`config.mk`:
```
export PLATFORM = sky130hd
export DESIGN_NAME = dvi_fetch_ctrl
export DESIGN_NICKNAME = d
export VERILOG_FILES = /design/src/rtl/dvi_pkg.sv /design/src/rtl/dvi_fetch_credit.sv /design/src/rtl/dvi_fetch_ctrl.sv
export SDC_FILE = /design/constraint.sdc
export NUM_CORES = 1
export LEC_CHECK = 0
export BUFFER_PORTS_ARGS = -buffer_cell sky130_fd_sc_hd__buf_2
export CAP_MARGIN = 10
export CORE_ASPECT_RATIO = 2
export CORE_MARGIN = 2
export CORE_UTILIZATION = 60
export CTS_BUF_LIST = sky130_fd_sc_hd__clkbuf_2 sky130_fd_sc_hd__clkbuf_4 sky130_fd_sc_hd__clkbuf_8
export CTS_CLUSTER_DIAMETER = 200
export DETAILED_ROUTE_END_ITERATION = 16
export PLACE_DENSITY_LB_ADDON = 0.1
export SYNTH_ARGS = -nofsm -noshare
export SYNTH_HDL_FRONTEND = slang
export SYNTH_SLANG_ARGS = --single-unit
```
`constraint.sdc`:
```
create_clock -name clk -period 3.5 [get_ports clk]
set_clock_uncertainty 0.1 [all_clocks]
set_input_delay 0.7 -clock clk [delete_from_list [all_inputs] [get_ports clk]]
set_output_delay 0.7 -clock clk [all_outputs]
set_load 0.01 [all_outputs]
```
`src/rtl/dvi_pkg.sv`:
```
// Shared DVI package: fetch state encodings and sync polarity helpers.
// Also used by the timing generator.
package dvi_pkg;

   localparam int W_STATE = 2;

   typedef enum logic [W_STATE-1:0] {
      S_IDLE    = 2'd0,
      S_WAIT_VS = 2'd1,
      S_FETCH   = 2'd2,
      S_DRAIN   = 2'd3
   } dvi_state_e;

   function automatic logic sync_active(
      input logic lvl,
      input logic pol
   );
      return lvl == pol;
   endfunction

endpackage

```
`src/rtl/dvi_fetch_credit.sv`:
```
// Outstanding-word counter and FIFO credit check for the fetch scheduler.
// credit_ok already accounts for a burst accepted in the current cycle.
module dvi_fetch_credit
   import dvi_pkg::*;
#(
   parameter int BURST      = 8,
   parameter int FIFO_DEPTH = 64,
   parameter int W_LVL      = 7,
   parameter int W_OUT      = 7
) (
   input  logic             clk,
   input  logic             rst_n,
   input  logic             clear,
   input  logic             accept,
   input  logic             rdata_valid,
   input  logic [W_LVL-1:0] fifo_level,
   output logic [W_OUT-1:0] outstanding,
   output logic             credit_ok
);

   localparam int W_SUM = W_OUT + W_LVL + 1;

   logic [W_OUT-1:0] out_q;
   logic [W_OUT-1:0] out_d;
   logic [W_OUT-1:0] out_add;
   logic [W_SUM-1:0] committed;

   always_comb begin
      out_add = accept ? W_OUT'(BURST) : '0;
      out_d   = out_q + out_add;
      if (rdata_valid && (out_d != '0)) begin
         out_d = out_d - W_OUT'(1);
      end
      if (clear) begin
         out_d = '0;
      end
      // Data returning this cycle is not yet visible in fifo_level, so ignore it.
      committed = W_SUM'(fifo_level) + W_SUM'(out_q)
                + W_SUM'(out_add) + W_SUM'(BURST);
      credit_ok = committed <= W_SUM'(FIFO_DEPTH);
   end

   always_ff @(posedge clk or negedge rst_n) begin
      if (!rst_n) begin
         out_q <= '0;
      end else begin
         out_q <= out_d;
      end
   end

   assign outstanding = out_q;

endmodule

```
`src/rtl/dvi_fetch_ctrl.sv`:
```
// Per-frame framebuffer burst fetch scheduler for the DVI pixel FIFO.
// Define DVI_FETCH_LINE_DOUBLE_EN to fetch every source line twice.
module dvi_fetch_ctrl
   import dvi_pkg::*;
#(
   parameter int   W_ADDR          = 32,
   parameter int   W_DATA          = 32,
   parameter int   LINE_WORDS      = 160,
   parameter int   V_LINES         = 480,
   parameter int   BURST           = 8,
   parameter int   FIFO_DEPTH      = 64,
   parameter logic V_SYNC_POLARITY = 1'b0,
   localparam int  W_LVL           = $clog2(FIFO_DEPTH) + 1
) (
   input  logic              clk,
   input  logic              rst_n,
   input  logic              en,
   input  logic [W_ADDR-1:0] fb_base,
   input  logic              vsync,
   input  logic              den,
   input  logic [W_LVL-1:0]  fifo_level,
   output logic              req_valid,
   input  logic              req_ready,
   output logic [W_ADDR-1:0] req_addr,
   input  logic              rdata_valid,
   output logic              underflow,
   output logic              busy
);

   localparam int W_OUT   = $clog2(FIFO_DEPTH + 1);
   localparam int W_WORDS = $clog2(LINE_WORDS + 1);
   localparam int W_LINES = $clog2(V_LINES + 1);

   localparam int BURST_BYTES = BURST * W_DATA / 8;
   localparam int LINE_BYTES  = LINE_WORDS * W_DATA / 8;

   localparam logic [W_ADDR-1:0]  BB         = W_ADDR'(BURST_BYTES);
   localparam logic [W_ADDR-1:0]  LB         = W_ADDR'(LINE_BYTES);
   localparam logic [W_ADDR-1:0]  ALIGN_MASK = ~(W_ADDR'(BURST_BYTES - 1));
   localparam logic [W_WORDS-1:0] WORDS_FULL = W_WORDS'(LINE_WORDS);
   localparam logic [W_WORDS-1:0] WORDS_BRST = W_WORDS'(BURST);
   localparam logic [W_LINES-1:0] LINES_FULL = W_LINES'(V_LINES);
   localparam logic [W_LINES-1:0] LINES_ONE  = W_LINES'(1);

   dvi_state_e         state_q, state_d;
   logic               vs_prev_q, vs_prev_d;
   logic               req_valid_q, req_valid_d;
   logic [W_ADDR-1:0]  req_addr_q, req_addr_d;
   logic [W_ADDR-1:0]  line_addr_q, line_addr_d;
   logic [W_WORDS-1:0] words_q, words_d;
   logic [W_LINES-1:0] lines_q, lines_d;
   logic               busy_q, busy_d;
   logic               underflow_q, underflow_d;
`ifdef DVI_FETCH_LINE_DOUBLE_EN
   logic               rep_q, rep_d;
`endif

   logic             vs_act;
   logic             vs_edge;
   logic             accept;
   logic             credit_clear;
   logic             credit_ok;
   logic [W_OUT-1:0] outstanding;

   assign accept = req_valid_q & req_ready & en;

   dvi_fetch_credit #(
      .BURST      (BURST),
      .FIFO_DEPTH (FIFO_DEPTH),
      .W_LVL      (W_LVL),
      .W_OUT      (W_OUT)
   ) u_credit (
      .clk         (clk),
      .rst_n       (rst_n),
      .clear       (credit_clear),
      .accept      (accept),
      .rdata_valid (rdata_valid),
      .fifo_level  (fifo_level),
      .outstanding (outstanding),
      .credit_ok   (credit_ok)
   );

   always_comb begin
      vs_act       = sync_active(vsync, V_SYNC_POLARITY);
      vs_edge      = vs_act & ~vs_prev_q;
      state_d      = state_q;
      vs_prev_d    = vs_act;
      req_valid_d  = req_valid_q;
      req_addr_d   = req_addr_q;
      line_addr_d  = line_addr_q;
      words_d      = words_q;
      lines_d      = lines_q;
      busy_d       = busy_q;
      underflow_d  = underflow_q | (den & (fifo_level == '0));
      credit_clear = 1'b0;
`ifdef DVI_FETCH_LINE_DOUBLE_EN
      rep_d        = rep_q;
`endif
      if (!en) begin
         state_d      = S_IDLE;
         req_valid_d  = 1'b0;
         busy_d       = 1'b0;
         underflow_d  = 1'b0;
         credit_clear = 1'b1;
      end else begin
         unique case (state_q)
            S_IDLE: begin
               state_d = S_WAIT_VS;
            end
            S_WAIT_VS: begin
               if (vs_edge) begin
                  line_addr_d = fb_base & ALIGN_MASK;
                  req_addr_d  = fb_base & ALIGN_MASK;
                  words_d     = WORDS_FULL;
                  lines_d     = LINES_FULL;
                  busy_d      = 1'b1;
                  req_valid_d = credit_ok;
                  state_d     = S_FETCH;
`ifdef DVI_FETCH_LINE_DOUBLE_EN
                  rep_d       = 1'b0;
`endif
               end
            end
            S_FETCH: begin
               if (accept) begin
                  req_addr_d = req_addr_q + BB;
                  words_d    = words_q - WORDS_BRST;
                  if (words_q == WORDS_BRST) begin
                     words_d = WORDS_FULL;
                     lines_d = lines_q - LINES_ONE;
`ifdef DVI_FETCH_LINE_DOUBLE_EN
                     // First pass of a source line replays it; second pass advances.
                     if (!rep_q) begin
                        rep_d      = 1'b1;
                        req_addr_d = line_addr_q;
                     end else begin
                        rep_d       = 1'b0;
                        line_addr_d = line_addr_q + LB;
                        req_addr_d  = line_addr_q + LB;
                     end
`else
                     line_addr_d = line_addr_q + LB;
                     req_addr_d  = line_addr_q + LB;
`endif
                     if (lines_q == LINES_ONE) begin
                        state_d = S_DRAIN;
                     end
                  end
               end
               req_valid_d = (state_d == S_FETCH) &&
                             ((req_valid_q && !accept) || credit_ok);
            end
            S_DRAIN: begin
               req_valid_d = 1'b0;
               if (outstanding == '0) begin
                  busy_d  = 1'b0;
                  state_d = S_WAIT_VS;
               end
            end
            default: begin
               state_d = S_IDLE;
            end
         endcase
      end
   end

   always_ff @(posedge clk or negedge rst_n) begin
      if (!rst_n) begin
         state_q     <= S_IDLE;
         vs_prev_q   <= 1'b1;
         req_valid_q <= 1'b0;
         req_addr_q  <= '0;
         line_addr_q <= '0;
         words_q     <= '0;
         lines_q     <= '0;
         busy_q      <= 1'b0;
         underflow_q <= 1'b0;
`ifdef DVI_FETCH_LINE_DOUBLE_EN
         rep_q       <= 1'b0;
`endif
      end else begin
         state_q     <= state_d;
         vs_prev_q   <= vs_prev_d;
         req_valid_q <= req_valid_d;
         req_addr_q  <= req_addr_d;
         line_addr_q <= line_addr_d;
         words_q     <= words_d;
         lines_q     <= lines_d;
         busy_q      <= busy_d;
         underflow_q <= underflow_d;
`ifdef DVI_FETCH_LINE_DOUBLE_EN
         rep_q       <= rep_d;
`endif
      end
   end

   assign req_valid = req_valid_q;
   assign req_addr  = req_addr_q;
   assign busy      = busy_q;
   assign underflow = underflow_q;

endmodule

```
==> metrics.md, run 1 <==
| Metric | Value |
|---|---|
| Outcome | finished clean |
| Avg Cell Area, Syn | roughly 8.4 µm² |
| Synth Cell Area | roughly 5600 µm² |
| Hold_buf cts | 0 |
| Total track usage | between 30% and 40% |
| Slew @ Worst Pin | 1.07 ns |
| Top FF cell, synth | dfrtp_1 |
| Synth area leaders | dfrtp_1 36%, o21ai_0 5.9%, nand2_1 4.9%, ha_1 4.9%, a21oi_1 4.7% |
| DR DRC count | 0 |
| WP data required | ~3.7 ns |
| Vias in the first global route | between 5000 and 6000 |
| Yosys top cell area share | a little over a third |
| Die area | 10200 µm² |
| Layout fillers | just under 800 |
| CTS buffer count | 9 |
| Cell mode on critical path | ha_1 |
| Minimum clock period | approximately 3.1 ns |
| Slew Viols, Final | 0 |
| Cell taking the most area after synthesis | dfrtp_1 |
| Register area share after synthesis | 36.5% |
| Unrepaired setup endpoints after global routing | no |
| Total iterations of the first detailed-routing run | 5 |
| Chip Width | between 70 and 80 µm |
| Multi-input gate area | between 3000 and 4000 µm² |
| Rows | 50 |
| CP bufs+invs | 1 |
| Drt total wl | ~15 mm |
| Synth async-reset ratio | 100% |
| Critical Path End Type | register |
| WP depth | 14 |
| Initial DRC count | between 300 and 400 |
| # IOs | roughly 80 |
| P_leak | about 2.8 nW |
| Routed wire per std cell | 18.4 µm |
| Inserted Diodes | 0 |
| Post-layout net count | roughly 800 |
| Setup_tns | 0 ns |
| Via/cell ratio | between 6 and 7 |
| Post-synth EDFFs | 0 |
| Core ar. | between 9000 and 10000 µm² |
| Register area | around 2000 µm² |
| Max clock buf depth | 2 |
| CTS resizes | 0 |
| Worst path cell trace | buf_2 > ha_1 > fa_1 > a21o_1 > a21oi_1 > xnor2_1 > ha_1 > ha_1 > nor4_1 > and3_1 > and2_1 > nand4_1 > a21oi_1 > o21a_1 |
| Cell family with most CP delay | adder cells |
| Critical-path cell with the highest stage delay | fa_1 |
| Largest net degree at the start of global routing | 83 |
| Clock latency on the worst-skew pair | approximately 0.36 ns |
| Crit path kind | input port to register |
| Slew margin rel. | 28.4% |
| Tcrit/Tclk final | around nine tenths |
| Initial antenna violation count | 0 |
| Starting Density | approximately three fifths |
| Post-CTS Setup Inserts | 0 |
| Antenna-violating nets left | 0 |
| Vias | around 5300 |
| Share of cells above drive strength 1 | roughly 17% |
| Synth-to-layout area growth | 11.2% |
| Die Y | between 100 and 150 µm |
| First-pass GRT wire length | approximately 25 mm |
| Flops & latches, synth | 82 |
| Fmax | ~320 MHz |
| CTS tree | done |
| Synthesized Nets | between 700 and 800 |
| Cells after Synth | 670 |
| Clock-pin slew on the worst setup and hold paths | 0.09 ns |
| CTS root buffer | clkbuf_8 |
| Placed wire-length estimate | about 11 mm |
| Critical path peak fanout | 3 |
| Total of max-cap violations | 0 |
| Worst Hold Class | input port to register |
| Grt total ovfl | 0 |
| Commonest cells after routing, fill and taps aside | 81 x dfrtp_1, 74 x nand2_1, 74 x buf_2 |
| Crit path DAT | roughly 3.3 ns |
| Syn. warnings | 0 |
| IR drop worst, VDD | about 0.58 mV |
| Cell count of the worst hold path | 2 |
| Placer congestion estimate | just under 0.9 |
| P per Cell Area | 829 nW/µm² |
| Library cells used by synthesis | 74 |
| Reg2reg path depth | 13 |
| Setup violators final | 0 |
| Commonest non-fill, non-tap cell in the layout | dfrtp_1 |
| Startpoint Class | input port |
| Count of input and output buffers | 75 |
| Finished Core Util | 67.5% |
| CP max stage delay | around 0.43 ns |
| Clock Sinks | around 80 |
| Final-report hold violation count | 0 |
| H-tree levels | 3 |
==> per-layer routing <==
layer | up-vias | wire, µm | track usage (%) | part of all wire (%)
li1 | 2524 | - | - | -
met1 | 2557 | 5960 | 35.6 | 39
met2 | 199 | 8160 | 55.6 | 53
met3 | 45 | 741 | 4.07 | 4.8
met4 | 0 | 553 | 16.1 | 3.6
met5 | - | 0 | 0 | 0
==> worst paths after layout <==
path	slack, ns	end	from
worst max-delay path	0.39	req_valid$_DFFE_PN0P_	fifo_level[0]
worst min-delay path	0.38	vs_prev_q$_DFF_PN1_	vsync
worst max register to register	0.40	req_valid$_DFFE_PN0P_	u_credit.outstanding[0]$_DFFE_PN0P_
worst min register to register	0.42	lines_q[7]$_DFFE_PN0P_	lines_q[7]$_DFFE_PN0P_
max in group asynchronous	2.18	u_credit.outstanding[4]$_DFF_PN0_	rst_n
min in group asynchronous	0.39	req_addr[3]$_DFFE_PN0P_	rst_n
==> registers in the layout, indices dropped and copies added (netlist names) <==
register              count
underflow                 1
req_addr                 28
u_credit.outstanding      7
req_valid                 1
state_q                   2
busy                      1
line_addr_q              27
lines_q                   9
words_q                   5
vs_prev_q                 1
==> synth_stat cells, types with 2 or more instances <==
master / count
and3_4: 2
nand2_1: 74
nand2b_1: 4
o211ai_1: 4
nand3_1: 40
nand4_1: 7
buf_4: 6
nor2_1: 53
nand3_2: 2
a31oi_1: 14
o22ai_1: 10
a22o_1: 3
o31ai_1: 3
nor3_1: 12
dfrtp_1: 81
clkbuf_1: 20
a222oi_1: 2
or2_2: 3
nor4_1: 2
a211oi_1: 7
a41oi_1: 2
nor2b_1: 11
nor3b_1: 2
or3_1: 4
o21ai_0: 66
xor2_1: 24
inv_1: 20
nor4_4: 3
mux2i_1: 2
a21oi_2: 2
a21o_1: 4
buf_2: 11
a21oi_1: 53
or4_1: 2
o221ai_1: 2
nor4b_1: 2
xnor2_1: 25
o22a_1: 8
o21a_1: 2
o21bai_1: 2
ha_1: 22
and3_1: 18
and2_1: 3
==> layout make-up <==
type | instances | area share (%)
multi-input cells | 529 | 53.1
well taps | 104 | 2.08
flip-flops and latches | 82 | 32.8
clock inverters | 4 | 0.820
clock buffers | 12 | 2.44
inverters | 21 | 1.26
repair buffers | 87 | 7.48
==> power by group <==
part | switching (W) | leakage (nW) | internal [W] | total (W)
clock network | 0.000360 | 0.103 | 0.000366 | 0.000725
logic | 0.00148 | 1.67 | 0.00104 | 0.00253
registers | 0.000575 | 1.00 | 0.00136 | 0.00193
total | 0.00242 | 2.77 | 0.00277 | 0.00519
==> per-stage QoR <==
step	total power [W]	worst slack (ns)	cell area (µm²)	hold WS (ns)	std cells
floorplan	0.00367	0.303	5630	0.304	670
global placement	0.00432	0.0646	6050	0.373	823
detailed placement	0.00443	0.0000606	6050	0.401	823
CTS	0.00517	0.385	6250	0.374	839
global route	0.00559	0.150	6250	0.381	839
finish	0.00519	0.387	6250	0.383	839
==> logic make-up after synthesis <==
family,synth area share (%)
simple gates,23.0
compound gates,22.2
flops,36.5
buf+inv,4.58
xor+xnor,7.92
fa+ha+maj,5.25
mux,0.556
Power figures use the tool's default switching activity.
==> inputs of run 2 (changes only) <==
--- a/config.mk
+++ b/config.mk
@@ -7,7 +7,7 @@
 export LEC_CHECK = 0
 export BUFFER_PORTS_ARGS = -buffer_cell sky130_fd_sc_hd__buf_2
 export CAP_MARGIN = 10
-export CORE_ASPECT_RATIO = 2
+export CORE_ASPECT_RATIO = 1.25
 export CORE_MARGIN = 2
 export CORE_UTILIZATION = 60
 export CTS_BUF_LIST = sky130_fd_sc_hd__clkbuf_2 sky130_fd_sc_hd__clkbuf_4 sky130_fd_sc_hd__clkbuf_8
==> run 2 against run 1 <==
Sequential share of layout area is 0.38 points lower. Setup slack worse by 0.045 ns. Count of clock-buffer cells in the layout is 3 higher. Sequential power hardly changed. Critical path depth stayed put. Register-to-register slack worse by 0.05 ns. Largest cell class unchanged. Highest routed layer unchanged.
==> metrics.md, run 2 (same netlist as run 1, synthesis figures left out) <==
| Metric | Value |
|---|---|
| Vias in the first global route | 4988 (was 5287) |
| IR drop worst, VDD | 0.465 mV (was 0.576 mV) |
| Outcome | finished clean (unchanged) |
| Clock-pin slew on the worst setup and hold paths | 0.09 ns (about the same) |
| Core ar. | 9130 µm² (was 9260 µm²) |
| Comb pwr share | 48.6% (was 48.7%) |
| Crit path DAT | 3.36 ns (was 3.32 ns) |
| CTS buffer count | 9 (unchanged) |
| Tcrit/Tclk final | 90.2% (was 88.9%) |
| Total power | 0.00525 W (was 0.00519 W) |
| Fmax | 317 MHz (was 321 MHz) |
| H-tree levels | 3 (unchanged) |
| Layout fillers | 777 (was 790) |
| Cell mode on critical path | ha_1 (unchanged) |
| DR DRC count | 0 (unchanged) |
| First-pass GRT wire length | 24.3 mm (was 25.2 mm) |
| Slew Viols, Final | 0 (unchanged) |
| Max reg flops | 28 (unchanged) |
| Rows | 39 (was 50) |
| # IOs | 81 (unchanged) |
| Via/cell ratio | 6.26 (was 6.35) |
| Startpoint Class | input port (unchanged) |
| CP max stage delay | 0.39 ns (was 0.43 ns) |
| RR Endpoint | req_valid$_DFFE_PN0P_ (unchanged) |
| RR Startpoint | u_credit.outstanding[0]$_DFFE_PN0P_ (unchanged) |
| Inserted Diodes | 0 (unchanged) |
| Reg2reg path depth | 13 (unchanged) |
| Count of input and output buffers | 75 (unchanged) |
| Post-CTS Setup Inserts | 0 (unchanged) |
| Worst Hold Class | input port to async pin (was input port to register) |
| Initial DRC count | 386 (was 371) |
| Setup_tns | 0 ns (unchanged) |
| P per Cell Area | 829 nW/µm² (about the same) |
| Antenna-violating nets left | 0 (unchanged) |
| Net switching power | 0.00240 W (was 0.00242 W) |
| Share of cells above drive strength 1 | 17.7% (was 17.3%) |
| Placed wire-length estimate | 10.7 mm (was 11.1 mm) |
| R2r setup slk | 0.35 ns (was 0.40 ns) |
| Hold_buf cts | 0 (unchanged) |
| Critical path peak fanout | 3 (unchanged) |
| Placer congestion estimate | 0.902 (was 0.884) |
| Post-layout net count | 803 (was 799) |
| Clock Sinks | 82 (unchanged) |
| WP data required | 3.70 ns (was 3.71 ns) |
| Minimum clock period | 3.16 ns (was 3.11 ns) |
| Chip Width | 90.6 µm (was 72.5 µm) |
| CTS resizes | 0 (unchanged) |
| Total iterations of the first detailed-routing run | 5 (unchanged) |
| Power share of the clock group | 14.6% (was 14.0%) |
| Unrepaired setup endpoints after global routing | no (unchanged) |
| Critical-path cell with the highest stage delay | fa_1 (unchanged) |
| Clock latency on the worst-skew pair | 0.35 ns (was 0.36 ns) |
| Switch share | 45.7% (was 46.6%) |
| Die Y | 112 µm (was 141 µm) |
| P_leak | 2.80 nW (was 2.77 nW) |
| Routed wire per std cell | 17.3 µm (was 18.4 µm) |
| Worst path cell trace | buf_2 > ha_1 > fa_1 > a21o_1 > a21oi_1 > xnor2_1 > ha_1 > ha_1 > nor4_1 > and3_1 > and2_1 > nand4_1 > a21oi_1 > o21a_1 (unchanged) |
| Max clock buf depth | 2 (unchanged) |
| Commonest cells after routing, fill and taps aside | 81 x dfrtp_1, 74 x nand2_1, 74 x buf_2 (unchanged) |
| CTS root buffer | clkbuf_8 (unchanged) |
| Synth-to-layout area growth | 12.5% (was 11.2%) |
| Starting Density | 61.6% (was 60.8%) |
| Slew @ Worst Pin | 1.07 ns (about the same) |
| Slew margin rel. | 28.7% (was 28.4%) |
| Commonest non-fill, non-tap cell in the layout | dfrtp_1 (unchanged) |
| CTS tree | done (unchanged) |
| Initial antenna violation count | 0 (unchanged) |
| Reg power frac | 36.8% (was 37.3%) |
| Crit path kind | input port to register (unchanged) |
| Vias | 5392 (was 5325) |
| Critical Path End Type | register (unchanged) |
| Setup violators final | 0 (unchanged) |
| Total of max-cap violations | 0 (unchanged) |
| Grt total ovfl | 0 (unchanged) |
| Total track usage | 29.5% (was 31.3%) |
| Final-report hold violation count | 0 (unchanged) |
| Drt total wl | 14.9 mm (was 15.4 mm) |
| Die area | 10200 µm² (about the same) |
| Internal | 0.00285 W (was 0.00277 W) |
| Largest net degree at the start of global routing | 58 (was 83) |
## run 2: cell count changes in the layout (fill, tap and decap cells not counted)
cell        delta
clkinvlp_4     -1
clkinv_4       -1
clkbuf_8       +3
clkinv_2       -1
buf_4          +4
## run 2: critical path: cells and delay by family
family	cells	cell delay, ns
xor+xnor	1	0.09
buf+inv	1	0.11
fa+ha+maj	4	1.10
simple gates	4	0.70
compound gates	4	0.67
## run 2: power by group through the flow
stage               clock network (W)  logic [W]  registers (W)
global route                 0.000817    0.00282        0.00200
finish                       0.000767    0.00255        0.00193
CTS                          0.000774    0.00253        0.00192
global placement                    0    0.00242        0.00190
detailed placement                  0    0.00252        0.00193
floorplan                           0    0.00185        0.00182
## run 2: how the worst max path moves through the flow
stage / endpoint / cells past startpoint / slack, ns / from
final: req_valid$_DFFE_PN0P_ / 14 / 0.34 / fifo_level[0]
after floorplan: req_valid$_DFFE_PN0P_ / 13 / 0.30 / fifo_level[0]
after CTS: req_valid$_DFFE_PN0P_ / 13 / 0.36 / u_credit.outstanding[0]$_DFFE_PN0P_
after global placement: req_valid$_DFFE_PN0P_ / 14 / 0.10 / fifo_level[0]
after global routing: req_valid$_DFFE_PN0P_ / 13 / 0.15 / u_credit.outstanding[0]$_DFFE_PN0P_
after detailed placement: req_valid$_DFFE_PN0P_ / 14 / 0.007 / fifo_level[0]
## run 2: layout make-up
| class | instances | area [µm²] | area share (%) |
|---|---|---|---|
| multi-input cells | 529 | 3320 | 52.5 |
| flip-flops and latches | 82 | 2050 | 32.5 |
| repair buffers | 91 | 498 | 7.87 |
| clock inverters | 1 | 30.0 | 0.475 |
| clock buffers | 15 | 194 | 3.07 |
| inverters | 21 | 78.8 | 1.25 |
| well taps | 123 | 154 | 2.43 |
## run 2: routing by layer
metal  GRT usage [%]  vias up  share of wire (%)
li1                -     2539                  -
met1            39.3     2585                 43
met2            49.4      234                 48
met3            4.36       34                6.5
met4            10.5        0                2.4
met5               0        -                  0
## run 2: per-stage QoR
stage               std cells  utilization, %  hold WS [ns]  worst slack [ns]  instance area, µm²
floorplan                 670               -         0.304             0.303                5630
global route              862            69.3         0.356             0.150                6330
global placement          846            66.9         0.370             0.104                6100
detailed placement        846            66.9         0.390           0.00724                6100
finish                    862            69.3         0.296             0.342                6330
CTS                       862            69.3         0.322             0.359                6330
==> inputs of run 3 (changes only) <==
--- a/config.mk
+++ b/config.mk
@@ -5,15 +5,17 @@
 export SDC_FILE = /design/constraint.sdc
 export NUM_CORES = 1
 export LEC_CHECK = 0
-export BUFFER_PORTS_ARGS = -buffer_cell sky130_fd_sc_hd__buf_2
+export ABC_AREA = 1
 export CAP_MARGIN = 10
 export CORE_ASPECT_RATIO = 1.25
 export CORE_MARGIN = 2
-export CORE_UTILIZATION = 60
+export CORE_UTILIZATION = 65
 export CTS_BUF_LIST = sky130_fd_sc_hd__clkbuf_2 sky130_fd_sc_hd__clkbuf_4 sky130_fd_sc_hd__clkbuf_8
 export CTS_CLUSTER_DIAMETER = 200
 export DETAILED_ROUTE_END_ITERATION = 16
+export DONT_BUFFER_PORTS = 1
 export PLACE_DENSITY_LB_ADDON = 0.1
 export SYNTH_ARGS = -nofsm -noshare
 export SYNTH_HDL_FRONTEND = slang
+export SYNTH_HIERARCHICAL = 1
 export SYNTH_SLANG_ARGS = --single-unit
==> run 3 against run 2 <==
Combinational power rose by 5%. Critical path depth rose by 4. Non-clock buffer count fell by 80. Count of clock-buffer cells in the layout fell by 5. Via count rose by 13%. Global-route usage rose by 4.2 points. Hold slack got worse by 0.23 ns. Cell count rose by 20%.
==> metrics.md, run 3 <==
| Metric | Value |
|---|---|
| Die area | 10300 µm² (was 10200 µm²) |
| Clock latency on the worst-skew pair | 0.38 ns (was 0.35 ns) |
| Crit path DAT | 3.44 ns (was 3.36 ns) |
| Placed Instances | 1019 (was 846) |
| Synth-to-layout area growth | 5.23% (was 12.5%) |
| Synth Cell Area | 6200 µm² (was 5630 µm²) |
| Critical Path End Type | register (unchanged) |
| Commonest non-fill, non-tap cell in the layout | nand2_1 (was dfrtp_1) |
| Via/cell ratio | 5.88 (was 6.26) |
| Routed wire per std cell | 16.5 µm (was 17.3 µm) |
| Largest family of logic cells by synthesized area | simple AND/OR/NAND/NOR gates (unchanged) |
| P per Cell Area | 834 nW/µm² (was 829 nW/µm²) |
| Multi-input gate area | 3550 µm² (was 3320 µm²) |
| Register area | 2050 µm² (unchanged) |
| Power share of the clock group | 14.6% (about the same) |
| Register area share after synthesis | 33.1% (was 36.5%) |
| Rows | 39 (unchanged) |
| Max reg flops | 28 (unchanged) |
| Synth area leaders | dfrtp_1 33%, nand2_1 14%, nor2_1 8.5%, inv_1 6.7%, nand3_1 6.6% (was dfrtp_1 36%, o21ai_0 5.9%, nand2_1 4.9%, ha_1 4.9%, a21oi_1 4.7%) |
| First-pass GRT wire length | 27.5 mm (was 24.3 mm) |
| Crit path kind | register to register (was input port to register) |
| Post-synth top cells | 239 x nand2_1, 140 x nor2_1, 111 x inv_1 (was 81 x dfrtp_1, 74 x nand2_1, 66 x o21ai_0) |
| Share of cells above drive strength 1 | 5.70% (was 17.7%) |
| Starting Density | 67.2% (was 61.6%) |
| CTS tree | done (unchanged) |
| Slew Viols, Final | 0 (unchanged) |
| Final-report hold violation count | 0 (unchanged) |
| Count of input and output buffers | 0 (was 75) |
| P_leak | 3.31 nW (was 2.80 nW) |
| Layout fillers | 780 (was 777) |
| Cell taking the most area after synthesis | dfrtp_1 (unchanged) |
| Post-synth EDFFs | 0 (unchanged) |
| Outcome | finished clean (unchanged) |
| Mux cell area share after synthesis | 0% (was 0.556%) |
| Met2 Usage GRT | 59.4% (was 49.4%) |
| Post-layout net count | 988 (was 803) |
| Total iterations of the first detailed-routing run | 5 (unchanged) |
| Flops & latches, synth | 82 (unchanged) |
| Slew @ Worst Pin | 0.628 ns (was 1.07 ns) |
| Chip Width | 91.3 µm (was 90.6 µm) |
| WP data required | 3.71 ns (was 3.70 ns) |
| Placer congestion estimate | 0.971 (was 0.902) |
| H-tree levels | 3 (unchanged) |
| Synth Area in Simple Gates | 35.9% (was 23.0%) |
| Inserted Diodes | 0 (unchanged) |
| Worst Hold Class | input port to async pin (unchanged) |
| Synthesized Nets | 993 (was 739) |
| Drt total wl | 17.1 mm (was 14.9 mm) |
| Total track usage | 33.8% (was 29.5%) |
| Commonest cells after routing, fill and taps aside | 239 x nand2_1, 139 x nor2_1, 111 x inv_1 (was 81 x dfrtp_1, 74 x nand2_1, 74 x buf_2) |
| Reg power frac | 35.8% (was 36.8%) |
| Max clock buf depth | 2 (unchanged) |
| XOR/XNOR Fraction of Synth Area | 3.53% (was 7.92%) |
| CTS buffer count | 9 (unchanged) |
| Area share of fa/ha/maj cells after synthesis | 7.23% (was 5.25%) |
| Slew margin rel. | 57.7% (was 28.7%) |
| Initial antenna violation count | 0 (unchanged) |
| Largest net degree at the start of global routing | 82 (was 58) |
| Core ar. | 9220 µm² (was 9130 µm²) |
| Avg Cell Area, Syn | 6.79 µm² (was 8.40 µm²) |
| Initial DRC count | 518 (was 386) |
| Count leader, synth | nand2_1 (was dfrtp_1) |
| RR Endpoint | req_valid$_DFFE_PN0P_ (unchanged) |
| CTS root buffer | clkbuf_8 (unchanged) |
| Top FF cell, synth | dfrtp_1 (unchanged) |
| Comb pwr share | 49.6% (was 48.6%) |
| Minimum clock period | 3.22 ns (was 3.16 ns) |
| Clock Sinks | 82 (unchanged) |
| Switch share | 49.5% (was 45.7%) |
| Synth async-reset ratio | 100% (unchanged) |
| GR peak layer | met2 (unchanged) |
| R2r setup slk | 0.28 ns (was 0.35 ns) |
| Placed wire-length estimate | 12.6 mm (was 10.7 mm) |
| Total of max-cap violations | 0 (unchanged) |
| Internal | 0.00274 W (was 0.00285 W) |
| Antenna-violating nets left | 0 (unchanged) |
| IR drop worst, VDD | 0.620 mV (was 0.465 mV) |
| Startpoint Class | register (was input port) |
| # IOs | 81 (unchanged) |
| Unrepaired setup endpoints after global routing | no (unchanged) |
| Library cells used by synthesis | 53 (was 74) |
| RR Startpoint | req_valid$_DFFE_PN0P_ (was u_credit.outstanding[0]$_DFFE_PN0P_) |
| Critical path peak fanout | 3 (unchanged) |
| Net switching power | 0.00269 W (was 0.00240 W) |
| Yosys top cell area share | 32.7% (was 36.0%) |
| Hold WS | 0.0611 ns (was 0.296 ns) |
| Synth Area in Compound Gates | 10.6% (was 22.2%) |
| Reg2reg path depth | 18 (was 13) |
| Vias in the first global route | 5767 (was 4988) |
| Setup violators final | 0 (unchanged) |
| Grt total ovfl | 0 (unchanged) |
| Die Y | 113 µm (was 112 µm) |
| Tcrit/Tclk final | 92.1% (was 90.2%) |
| Clock-pin slew on the worst setup and hold paths | 0.08 ns (was 0.09 ns) |
| GR met1 Demand/Resource | 38.1% (was 39.3%) |
| Met3 Use GR | 7.06% (was 4.36%) |
| Cells after Synth | 913 (was 670) |
| Vias | 6089 (was 5392) |
| Syn. warnings | 6 (was 0) |
| Post-Layout Cell Count | 1036 (was 862) |
| Fmax | 310 MHz (was 317 MHz) |
| DR DRC count | 0 (unchanged) |
[run 3: final cells by class]
class | instances | area share [%]
multi-input combinational | 688 | 54.5
timing repair buffer | 11 | 1.57
clock buffer | 10 | 2.01
sequential | 82 | 31.5
inverter | 116 | 6.72
tap | 123 | 2.36
clock inverter | 6 | 1.38
[run 3: per-stage QoR]
step                      total power [W]  util, %  TNS (ns)  setup WS, ns  area (µm²)
after floorplan                   0.00393        -         0         0.110        6200
after global placement            0.00447     68.0   -0.0342       -0.0342        6270
after detailed placement          0.00458     68.0    -0.126        -0.126        6270
after CTS                         0.00539     70.7         0         0.167        6520
after global routing              0.00589     70.7         0        0.0639        6520
final                             0.00544     70.7         0         0.277        6520
[run 3: layer usage]
layer	vias to the layer above	share of wire (%)	routed length, µm
met5	-	0	0
met3	51	6.4	1090
met2	236	51	8700
met1	2873	38	6500
li1	2929	-	-
met4	0	4.7	801
[run 3: how the worst max path moves through the flow]
stage / from / to / slack [ns] / cells past startpoint
2_1_floorplan: en / req_valid$_DFFE_PN0P_ / 0.11 / 18
3_3_place_gp: en / req_valid$_DFFE_PN0P_ / -0.03 / 18
3_5_place_dp: en / req_valid$_DFFE_PN0P_ / -0.13 / 18
4_1_cts: req_valid$_DFFE_PN0P_ / req_valid$_DFFE_PN0P_ / 0.17 / 18
5_1_grt: req_valid$_DFFE_PN0P_ / req_valid$_DFFE_PN0P_ / 0.06 / 18
6_report: req_valid$_DFFE_PN0P_ / req_valid$_DFFE_PN0P_ / 0.28 / 18
[run 3: worst max-delay path, stage by stage, from the launching register on]
cell and delay (ns):
dfrtp_1 0.38, nand3_2 0.09, inv_1 0.07, inv_1 0.06, ha_1 0.27, inv_1 0.05
fa_1 0.52, inv_1 0.07, fa_2 0.42, or2_1 0.27, nand3_1 0.09, nand2_1 0.06
nand2_1 0.06, nand2_1 0.06, nor2_2 0.14, a21oi_1 0.05, o31ai_1 0.22, nand4_1 0.13
nand2_1 0.08
[run 3: cells by family (layout without fill, tap and decap cells)]
logic type	after synthesis	after routing
XOR/XNOR	25	25
flip-flops	82	82
adder cells (fa/ha/maj)	34	34
buffers and inverters	143	143
AND/OR/NAND/NOR	518	518
AO/OA/AOI/OAI	111	111
[run 3: power groups by stage]
stage / sequential, W / clock [W] / combinational, W
global route: 0.00200 / 0.000830 / 0.00306
finish: 0.00195 / 0.000796 / 0.00269
floorplan: 0.00179 / 0 / 0.00214
detailed placement: 0.00195 / 0 / 0.00263
CTS: 0.00193 / 0.000795 / 0.00266
global placement: 0.00194 / 0 / 0.00253
[run 3: timing repair]
item	in CTS	in global routing
endpoints found under the setup margin	0	1
resized for setup	0	2
hold buffers	1	0
endpoints found under the hold margin	81	0
setup buffers	0	0
